`config.mk`:
```
export PLATFORM = sky130hd
export DESIGN_NAME = mem_arbiter
export DESIGN_NICKNAME = d
export VERILOG_FILES = /design/src/rtl/mem_arb_pkg.sv /design/src/rtl/mem_arbiter_rr_pick2.sv /design/src/rtl/mem_arbiter.sv
export SDC_FILE = /design/constraint.sdc
export NUM_CORES = 1
export LEC_CHECK = 0
export CAP_MARGIN = 20
export CORE_UTILIZATION = 38
export CTS_CLUSTER_SIZE = 20
export DETAILED_ROUTE_END_ITERATION = 6
export PLACE_DENSITY = 0.77
export SYNTH_ARGS = -nofsm -noshare
export SYNTH_HDL_FRONTEND = slang
export SYNTH_SLANG_ARGS = --single-unit
```
`constraint.sdc`:
```
create_clock -name clk -period 1.6 [get_ports clk]
set_input_delay 0.16 -clock clk [delete_from_list [all_inputs] [get_ports clk]]
set_output_delay 0.16 -clock clk [all_outputs]
set_load 0.02 [all_outputs]
```
`src/rtl/mem_arb_pkg.sv`:
```
// Shared definitions for the unified-memory arbiter.
//   arb_state_e : port FSM state encoding (IDLE, BUSY_I, BUSY_D)
//   PORT_I/D    : port identifiers used by the round-robin picker and last_grant
package mem_arb_pkg;

    typedef enum logic [1:0] {
        IDLE   = 2'd0,
        BUSY_I = 2'd1,
        BUSY_D = 2'd2
    } arb_state_e;

    localparam logic PORT_I = 1'b0;
    localparam logic PORT_D = 1'b1;

endpackage

```
`src/rtl/mem_arbiter_rr_pick2.sv`:
```
// Combinational 2-way round-robin selector.
//   req_i, req_d : pending requests from the fetch and data ports
//   last_grant   : port that won the previous arbitration
//   grant_valid  : at least one request is pending
//   grant_port   : winning port (PORT_I / PORT_D)
module rr_pick2
    import mem_arb_pkg::*;
(
    input  logic req_i,
    input  logic req_d,
    input  logic last_grant,
    output logic grant_valid,
    output logic grant_port
);

    always_comb begin
        grant_valid = req_i | req_d;
        if (req_i && req_d) begin
            // tie: the port that did not win last time goes first
            grant_port = (last_grant == PORT_I) ? PORT_D : PORT_I;
        end else if (req_d) begin
            grant_port = PORT_D;
        end else begin
            grant_port = PORT_I;
        end
    end

endmodule

```
`src/rtl/mem_arbiter.sv`:
```
// Arbitrates one single-port, variable-latency memory between the fetch
// port (i_*) and the data port (d_*), with a per-access timeout.
//   clk, reset          : clock, asynchronous active-low reset
//   i_req/i_addr        : fetch request in; i_done/i_rdata out
//   d_req/d_we/d_addr/d_wdata : data request in; d_done/d_rdata out
//   err                 : pulses with the done of an access that timed out
//   mem_req/mem_we/mem_addr/mem_wdata : memory request out
//   mem_ready/mem_rdata : memory completion and read data in
//
// state  | meaning
// IDLE   | no access in flight; arbitrate pending requests
// BUSY_I | fetch access issued; waiting for mem_ready or timeout
// BUSY_D | data access issued; waiting for mem_ready or timeout
module mem_arbiter
    import mem_arb_pkg::*;
#(
    parameter int ADDR_W  = 32,
    parameter int DATA_W  = 32,
    parameter int TIMEOUT = 255
) (
    input  logic              clk,
    input  logic              reset,
    input  logic              i_req,
    input  logic [ADDR_W-1:0] i_addr,
    output logic              i_done,
    output logic [DATA_W-1:0] i_rdata,
    input  logic              d_req,
    input  logic              d_we,
    input  logic [ADDR_W-1:0] d_addr,
    input  logic [DATA_W-1:0] d_wdata,
    output logic              d_done,
    output logic [DATA_W-1:0] d_rdata,
    output logic              err,
    output logic              mem_req,
    output logic              mem_we,
    output logic [ADDR_W-1:0] mem_addr,
    output logic [DATA_W-1:0] mem_wdata,
    input  logic              mem_ready,
    input  logic [DATA_W-1:0] mem_rdata
);

    localparam int CNT_W = $clog2(TIMEOUT + 1);
    localparam logic [CNT_W-1:0] CNT_MAX  = CNT_W'(TIMEOUT);
    // The edge that would bring the count to TIMEOUT is the last one at
    // which mem_ready can still be accepted.
    localparam logic [CNT_W-1:0] CNT_LAST = CNT_W'(TIMEOUT - 1);

    arb_state_e        state_q, state_d;
    logic [CNT_W-1:0]  cnt_q, cnt_d;
    logic              last_grant_q, last_grant_d;
    logic              mem_req_q, mem_req_d;
    logic              mem_we_q, mem_we_d;
    logic [ADDR_W-1:0] mem_addr_q, mem_addr_d;
    logic [DATA_W-1:0] mem_wdata_q, mem_wdata_d;
    logic              i_done_q, i_done_d;
    logic              d_done_q, d_done_d;
    logic              err_q, err_d;
    logic [DATA_W-1:0] i_rdata_q, i_rdata_d;
    logic [DATA_W-1:0] d_rdata_q, d_rdata_d;

    logic grant_valid;
    logic grant_port;

    rr_pick2 u_pick (
        .req_i       (i_req),
        .req_d       (d_req),
        .last_grant  (last_grant_q),
        .grant_valid (grant_valid),
        .grant_port  (grant_port)
    );

    always_ff @(posedge clk or negedge reset) begin
        if (!reset) begin
            state_q      <= IDLE;
            cnt_q        <= '0;
            last_grant_q <= PORT_I;
            mem_req_q    <= 1'b0;
            mem_we_q     <= 1'b0;
            mem_addr_q   <= '0;
            mem_wdata_q  <= '0;
            i_done_q     <= 1'b0;
            d_done_q     <= 1'b0;
            err_q        <= 1'b0;
            i_rdata_q    <= '0;
            d_rdata_q    <= '0;
        end else begin
            state_q      <= state_d;
            cnt_q        <= cnt_d;
            last_grant_q <= last_grant_d;
            mem_req_q    <= mem_req_d;
            mem_we_q     <= mem_we_d;
            mem_addr_q   <= mem_addr_d;
            mem_wdata_q  <= mem_wdata_d;
            i_done_q     <= i_done_d;
            d_done_q     <= d_done_d;
            err_q        <= err_d;
            i_rdata_q    <= i_rdata_d;
            d_rdata_q    <= d_rdata_d;
        end
    end

    always_comb begin
        state_d      = state_q;
        cnt_d        = cnt_q;
        last_grant_d = last_grant_q;
        mem_req_d    = mem_req_q;
        mem_we_d     = mem_we_q;
        mem_addr_d   = mem_addr_q;
        mem_wdata_d  = mem_wdata_q;
        i_done_d     = 1'b0;
        d_done_d     = 1'b0;
        err_d        = 1'b0;
        i_rdata_d    = i_rdata_q;
        d_rdata_d    = d_rdata_q;

        unique case (state_q)
            IDLE: begin
                if (grant_valid) begin
                    cnt_d     = '0;
                    mem_req_d = 1'b1;
                    if (grant_port == PORT_D) begin
                        state_d     = BUSY_D;
                        mem_we_d    = d_we;
                        mem_addr_d  = d_addr;
                        mem_wdata_d = d_wdata;
                    end else begin
                        state_d     = BUSY_I;
                        mem_we_d    = 1'b0;
                        mem_addr_d  = i_addr;
                        mem_wdata_d = '0;
                    end
                end
            end
            BUSY_I, BUSY_D: begin
                if (mem_ready) begin
                    state_d      = IDLE;
                    mem_req_d    = 1'b0;
                    last_grant_d = (state_q == BUSY_D) ? PORT_D : PORT_I;
                    if (state_q == BUSY_D) begin
                        d_done_d = 1'b1;
                        if (!mem_we_q) begin
                            d_rdata_d = mem_rdata;
                        end
                    end else begin
                        i_done_d  = 1'b1;
                        i_rdata_d = mem_rdata;
                    end
                end else begin
                    if (cnt_q != CNT_MAX) begin
                        cnt_d = cnt_q + CNT_W'(1);
                    end
                    if (cnt_q == CNT_LAST) begin
                        state_d   = IDLE;
                        mem_req_d = 1'b0;
                        err_d     = 1'b1;
                        // an aborted access still counts as this port's turn
                        last_grant_d = (state_q == BUSY_D) ? PORT_D : PORT_I;
                        if (state_q == BUSY_D) begin
                            d_done_d = 1'b1;
                        end else begin
                            i_done_d = 1'b1;
                        end
                    end
                end
            end
            default: begin
                state_d   = IDLE;
                mem_req_d = 1'b0;
            end
        endcase
    end

    assign mem_req   = mem_req_q;
    assign mem_we    = mem_we_q;
    assign mem_addr  = mem_addr_q;
    assign mem_wdata = mem_wdata_q;
    assign i_done    = i_done_q;
    assign d_done    = d_done_q;
    assign err       = err_q;
    assign i_rdata   = i_rdata_q;
    assign d_rdata   = d_rdata_q;

endmodule

```
==> After elaboration in Yosys (flattened, before gate mapping) <==
Index checks and enable logic that the tools add are counted.
{ "classes": {"n_bitwise": 3, "addsub": 1, "n_reduce_logical": 11, "eq_ne": 8, "mux": 32} }
{ "op_table": {"columns": ["operator", "count"], "rows": [
  ["$mux 32", 2],
  ["$mux 8", 3],
  ["$mux 1", 20],
  ["$pmux 8 s2", 1],
  ["$add 8x1->8 const B", 1],
  ["$eq 8x8->1 const B", 1],
  ["$mux 2", 4],
  ["$ne 8x8->1 const B", 1],
  ["$reduce_and 4->1", 2],
  ["$ne 2x2->1 const B", 3],
  ["$reduce_and 2->1", 3],
  ["$pmux 2 s2", 1],
  ["$reduce_bool 2->1", 2],
  ["$ne 3x3->1 const B", 1],
  ["$reduce_and 3->1", 1],
  ["$eq 2x1->1 const B", 1],
  ["$eq 2x2->1 const B", 1],
  ["$logic_not 2->1", 1],
  ["$not 1->1", 2],
  ["$pmux 1 s2", 1],
  ["$reduce_or 2->1", 1],
  ["$logic_and 1x1->1", 1],
  ["$or 1x1->1", 1]
]} }
{ "totals": {"in_bits": 134, "output_inout_bits": 133, "register_bits": 144, "wordCells": 67} }

==> Logic depth before layout (Yosys ltp) <==
{ "logic_depth": {"word_depth": 5, "depth_mapped": 7, "ltp_nobuf": 6} }

==> Cells and area by module <==
Synthesis repeated with hierarchy kept, for this count alone.
{ "unflattened": {"cells_unflattened": 517, "area_unflattened_um2": 6040.8} }
{ "modules_own_cells": {"columns": ["mod", "n_inst", "area_each_um2", "cells_per_inst", "seq_area_each_um2"], "rows": [
  ["mem_arbiter", 1, 6027.0, 515, 3603.5],
  ["rr_pick2", 1, 13.8, 2, 0.0]
]} }

==> Worst setup path before layout <==
No wires, ideal clock.
{ "synth_timing": {"path_kind": "reg-to-reg", "startpoint": "register state_q[1]", "endpoint": "register cnt_q[3]", "period_less_slack_ps": 1659, "path_buffers": 1, "t_required_ps": 1531, "arrival_ps": 1591, "setup_time_ps": 69, "slack_ps": -59, "stages_incl_launch_ff": 8, "cell_sequence": "dfrtp_1 > inv_1 > ha_1 > buf_6 > nor2b_4 > o21ai_0 > or4_1 > nand3_1"} }
{ "synth_via": {"elab_chain_cells": 4, "elab_cells_between_ends": 10, "classes_between": "eq/ne: 5; mux: 1; reduce/logical: 4"} }
{ "synth_lines": {"columns": ["item", "line_no", "text"], "rows": [
  ["start: declaration", "mem_arbiter.sv:48", "arb_state_e state_q, state_d;"],
  ["start signal: assignment", "mem_arbiter.sv:87", "state_q <= state_d;"],
  ["$eq 2x2->1 / $eq 2x1->1 (equally long branches)", "mem_arbiter.sv:116", "unique case (state_q)"],
  ["$reduce_or 2->1", "mem_arbiter.sv:116", null],
  ["$ne 2x2->1 (no source line) / $reduce_bool 2->1 (equally long branches)", null, null],
  ["$reduce_and 4->1 (no source line)", null, null],
  ["end signal: assignment", "mem_arbiter.sv:88", "cnt_q <= cnt_d;"],
  ["end: declaration", "mem_arbiter.sv:49", "logic [CNT_W-1:0] cnt_q, cnt_d;"]
]} }
Several ways; a longest one is shown, not always the timed one.
A chain may end at the register's enable or synchronous reset.

==> Worst setup path after layout <==
{ "layout_timing": {"startpoint": "register state_q[1]", "endpoint": "register cnt_q[5]"} }
The elaborated chain is that of the path after synthesis.

==> results.sh <==
export IMPL_max_freq_mhz=617.2
export IMPL_grt_pass1_wl_mm=24.77
export IMPL_min_period_ns=1.620
export IMPL_slew_viol_final=0
export IMPL_synth_edf_count=0
export IMPL_worst_setup_path_start_kind="register"
export IMPL_htreeDepth=4
export IMPL_busiest_layer="met2"
export IMPL_register_area_um2=3603
export IMPL_cts_tree="yes"
export IMPL_synth_most_common_cell="dfrtp_1"
export IMPL_synth_area_leader_cell="dfrtp_1"
export IMPL_die_area_um2=16030
export IMPL_fin_ws_ns=-0.02022
export IMPL_p_leak_nw=4.759
export IMPL_finalWeightedCongestion=0.7889
export IMPL_synthTopCellsByCount="144 x dfrtp_1, 65 x mux2_2, 39 x nand2_1, 38 x o21ai_0, 36 x a22o_1"
export IMPL_crit_type="reg2reg"
export IMPL_violations="negative setup slack"
export IMPL_drive_gt1_share_pct=20.75
export IMPL_syn_area_per_cell_um2=13.44
export IMPL_use_met1_pct=23.99
export IMPL_num_fill_cells=1097
export IMPL_cellPowerDensity_nw_per_um2=2098
export IMPL_dp_hpwl_mm=11.02
export IMPL_synth_top_cells_by_area="dfrtp_1 61%, mux2_2 12%, mux2i_1 5.6%"
export IMPL_max_cap_violations=0
export IMPL_vias_per_cell=4.953
export IMPL_grt_use_total_pct=20.26
export IMPL_worstMarginPinSlew_ns=0.4506
export IMPL_start_util_pct=38.81
export IMPL_setup_worst_path_end_class="register"
export IMPL_ctsRootBufferMaster="clkbuf_16"
export IMPL_wire_per_inst_um=16.93
export IMPL_path_clk_slew_ns=0.06
export IMPL_cp_arrival_ns=1.92
export IMPL_fin_util_pct=65.14
export IMPL_clock_sinks=144
export IMPL_portBuffers=266
export IMPL_clk_latency_ns=0.42
export IMPL_post_dp_cell_area_um2=8949
export IMPL_fp_dieH_um=126.6
export IMPL_dp_cells=893
export IMPL_relSlewSlack_pct=69.96
export IMPL_dr_first_iter_drc_count=142
export IMPL_nets=873
export IMPL_status="finished with violations"
export IMPL_synthCells=439
export IMPL_cts_buffers=17
export IMPL_ys_warn_count=0
export IMPL_fin_setup_tns_ns=-0.04568
export IMPL_drtAntennaViolNets=0
export IMPL_die_x_um=126.6
export IMPL_pin_count=267
export IMPL_setup_viol=4
export IMPL_grt_pass1_vias=4763
export IMPL_finalHoldViolations=0
export IMPL_antenna_found_initial=2
export IMPL_syn_nets=578
export IMPL_row_count=45
export IMPL_drt_total_wl_mm=15.86
export IMPL_grt_use_met3_pct=7.465
export IMPL_cp_required_ns=1.90
export IMPL_fin_skew_ns=0.005281
export IMPL_drcViolationCount=0
export IMPL_cp_max_fo=6
export IMPL_async_flop_share_pct=100.0
export IMPL_min_path_type="in2async"
export IMPL_grtUsageMet2_pct=33.54
export IMPL_rsz0062_at_grt="yes"
export IMPL_final_cells=937
export IMPL_synth_main_ff_cell="dfrtp_1"
export IMPL_ys_ff_latch=144
export IMPL_netlist_area_um2=5899
export IMPL_clockBufferDepth=2
export IMPL_drtPass1Iterations=4
export IMPL_grt_max_degree=51
export IMPL_ys_seq_area_share_pct=61.08
export IMPL_multi_input_area_um2=2190
export IMPL_area_growth_pct=67.87
export IMPL_postLayoutCellArea_um2=9903
export IMPL_synth_top_area_share_pct=61.08
export IMPL_coreArea_um2=15200
export IMPL_peakVddDrop_mv=1.122
export IMPL_vias=4641
export IMPL_ys_types=41
export IMPL_post_route_period_util_pct=101.3
export IMPL_power_mw=20.78
export IMPL_gr_total_overflow=0
## power by group
part / leakage, nW / switching, mW / internal, mW
Sequential: 1.78 / 0.964 / 5.40
Clock: 0.314 / 1.53 / 2.81
Combinational: 2.67 / 4.82 / 5.27
## what timing repair did
action,in CTS,in global routing
gates cloned,2,0
pin swaps,4,6
buffers inserted,3,5
endpoints found under the hold margin,46,0
hold buffers,1,0
resized for setup,15,47
setup endpoints to repair,42,109
## metrics by stage
stage / setup slack, ns / hold WS, ns
final: -0.02022 / 0.2486
after detailed placement: -0.1476 / 0.1220
after floorplan: -0.03545 / -0.1356
after CTS: -0.003304 / 0.2495
after global placement: -0.1347 / 0.1151
after global routing: -0.08058 / 0.2677
## metal layers
metal,routed length (µm),share of wire [%],vias up
li1,-,-,2171
met1,6306,40,2244
met2,7906,50,200
met3,1346,8.5,26
met4,305,1.9,0
met5,0,0,-
## final cells by class
class | count | share of cell area, %
Antenna cell | 2 | 0.05054
Clock buffer | 19 | 4.473
Clock inverter | 13 | 2.123
Inverter | 7 | 0.2653
Multi-Input combinational cell | 261 | 22.11
Sequential cell | 144 | 36.39
Tap cell | 188 | 2.375
Timing Repair Buffer | 303 | 32.22
## critical path, cell delays in order, from the launching register on
cell and delay [ns]:
dfrtp_1 0.36, inv_2 0.06, ha_4 0.30, nor2b_4 0.17, buf_4 0.13, o211ai_4 0.08
o31a_4 0.16, a211o_1 0.26
## cell usage in the layout (no fill, tap or decap), drive strengths merged, types with 2 or more instances in the layout
cell and instances:
o211ai 2, dlygate4sd2 3, or3b 2, clkdlybuf4s50 223
clkinv 5, mux2 65, bufinv 5, or2 2
nor2 4, clkinvlp 2, diode 2, mux2i 33
inv 8, or4 3, a21oi 3, o21ai 41
nand2 39, clkbuf 19, nand3b 2, buf 37
dfrtp 144, a21boi 2, nand4 2, dlymetal6s2s 39
nand3 6, nor4 2, ha 5, a22o 36
a21o 2
## registers in the layout (all words and copies together), names as in the netlist
signal,cells
last_grant_q,1
mem_req,1
mem_we,1
d_rdata,32
mem_addr,32
i_rdata,32
d_done,1
state_q,2
cnt_q,8
i_done,1
mem_wdata,32
err,1
## kinds of logic after synthesis
family,after synthesis,share of synthesized area [%]
AOI/OAI and AO/OA,90,10.73
adders and majority gates,5,1.060
buffers and inverters,34,3.309
DFF,144,61.08
muxes,98,18.01
and+or+nand+nor,68,5.811
## path summary, 6_finish.rpt
| kind | to | from | cells past startpoint | slack [ns] |
|---|---|---|---|---|
| min | d_rdata[31] | reset | 2 | 0.25 |
| max in group asynchronous | d_rdata[30] | reset | 3 | 0.71 |
| max | cnt_q[5] | state_q[1] | 7 | -0.02 |
| min reg2reg | mem_addr[31] | mem_addr[31] | 2 | 0.47 |
| min in group clk | mem_wdata[9] | d_wdata[9] | 2 | 0.34 |
| max reg2reg | cnt_q[5] | state_q[1] | 7 | -0.02 |
No activity file was read; power rests on OpenSTA's default activity.
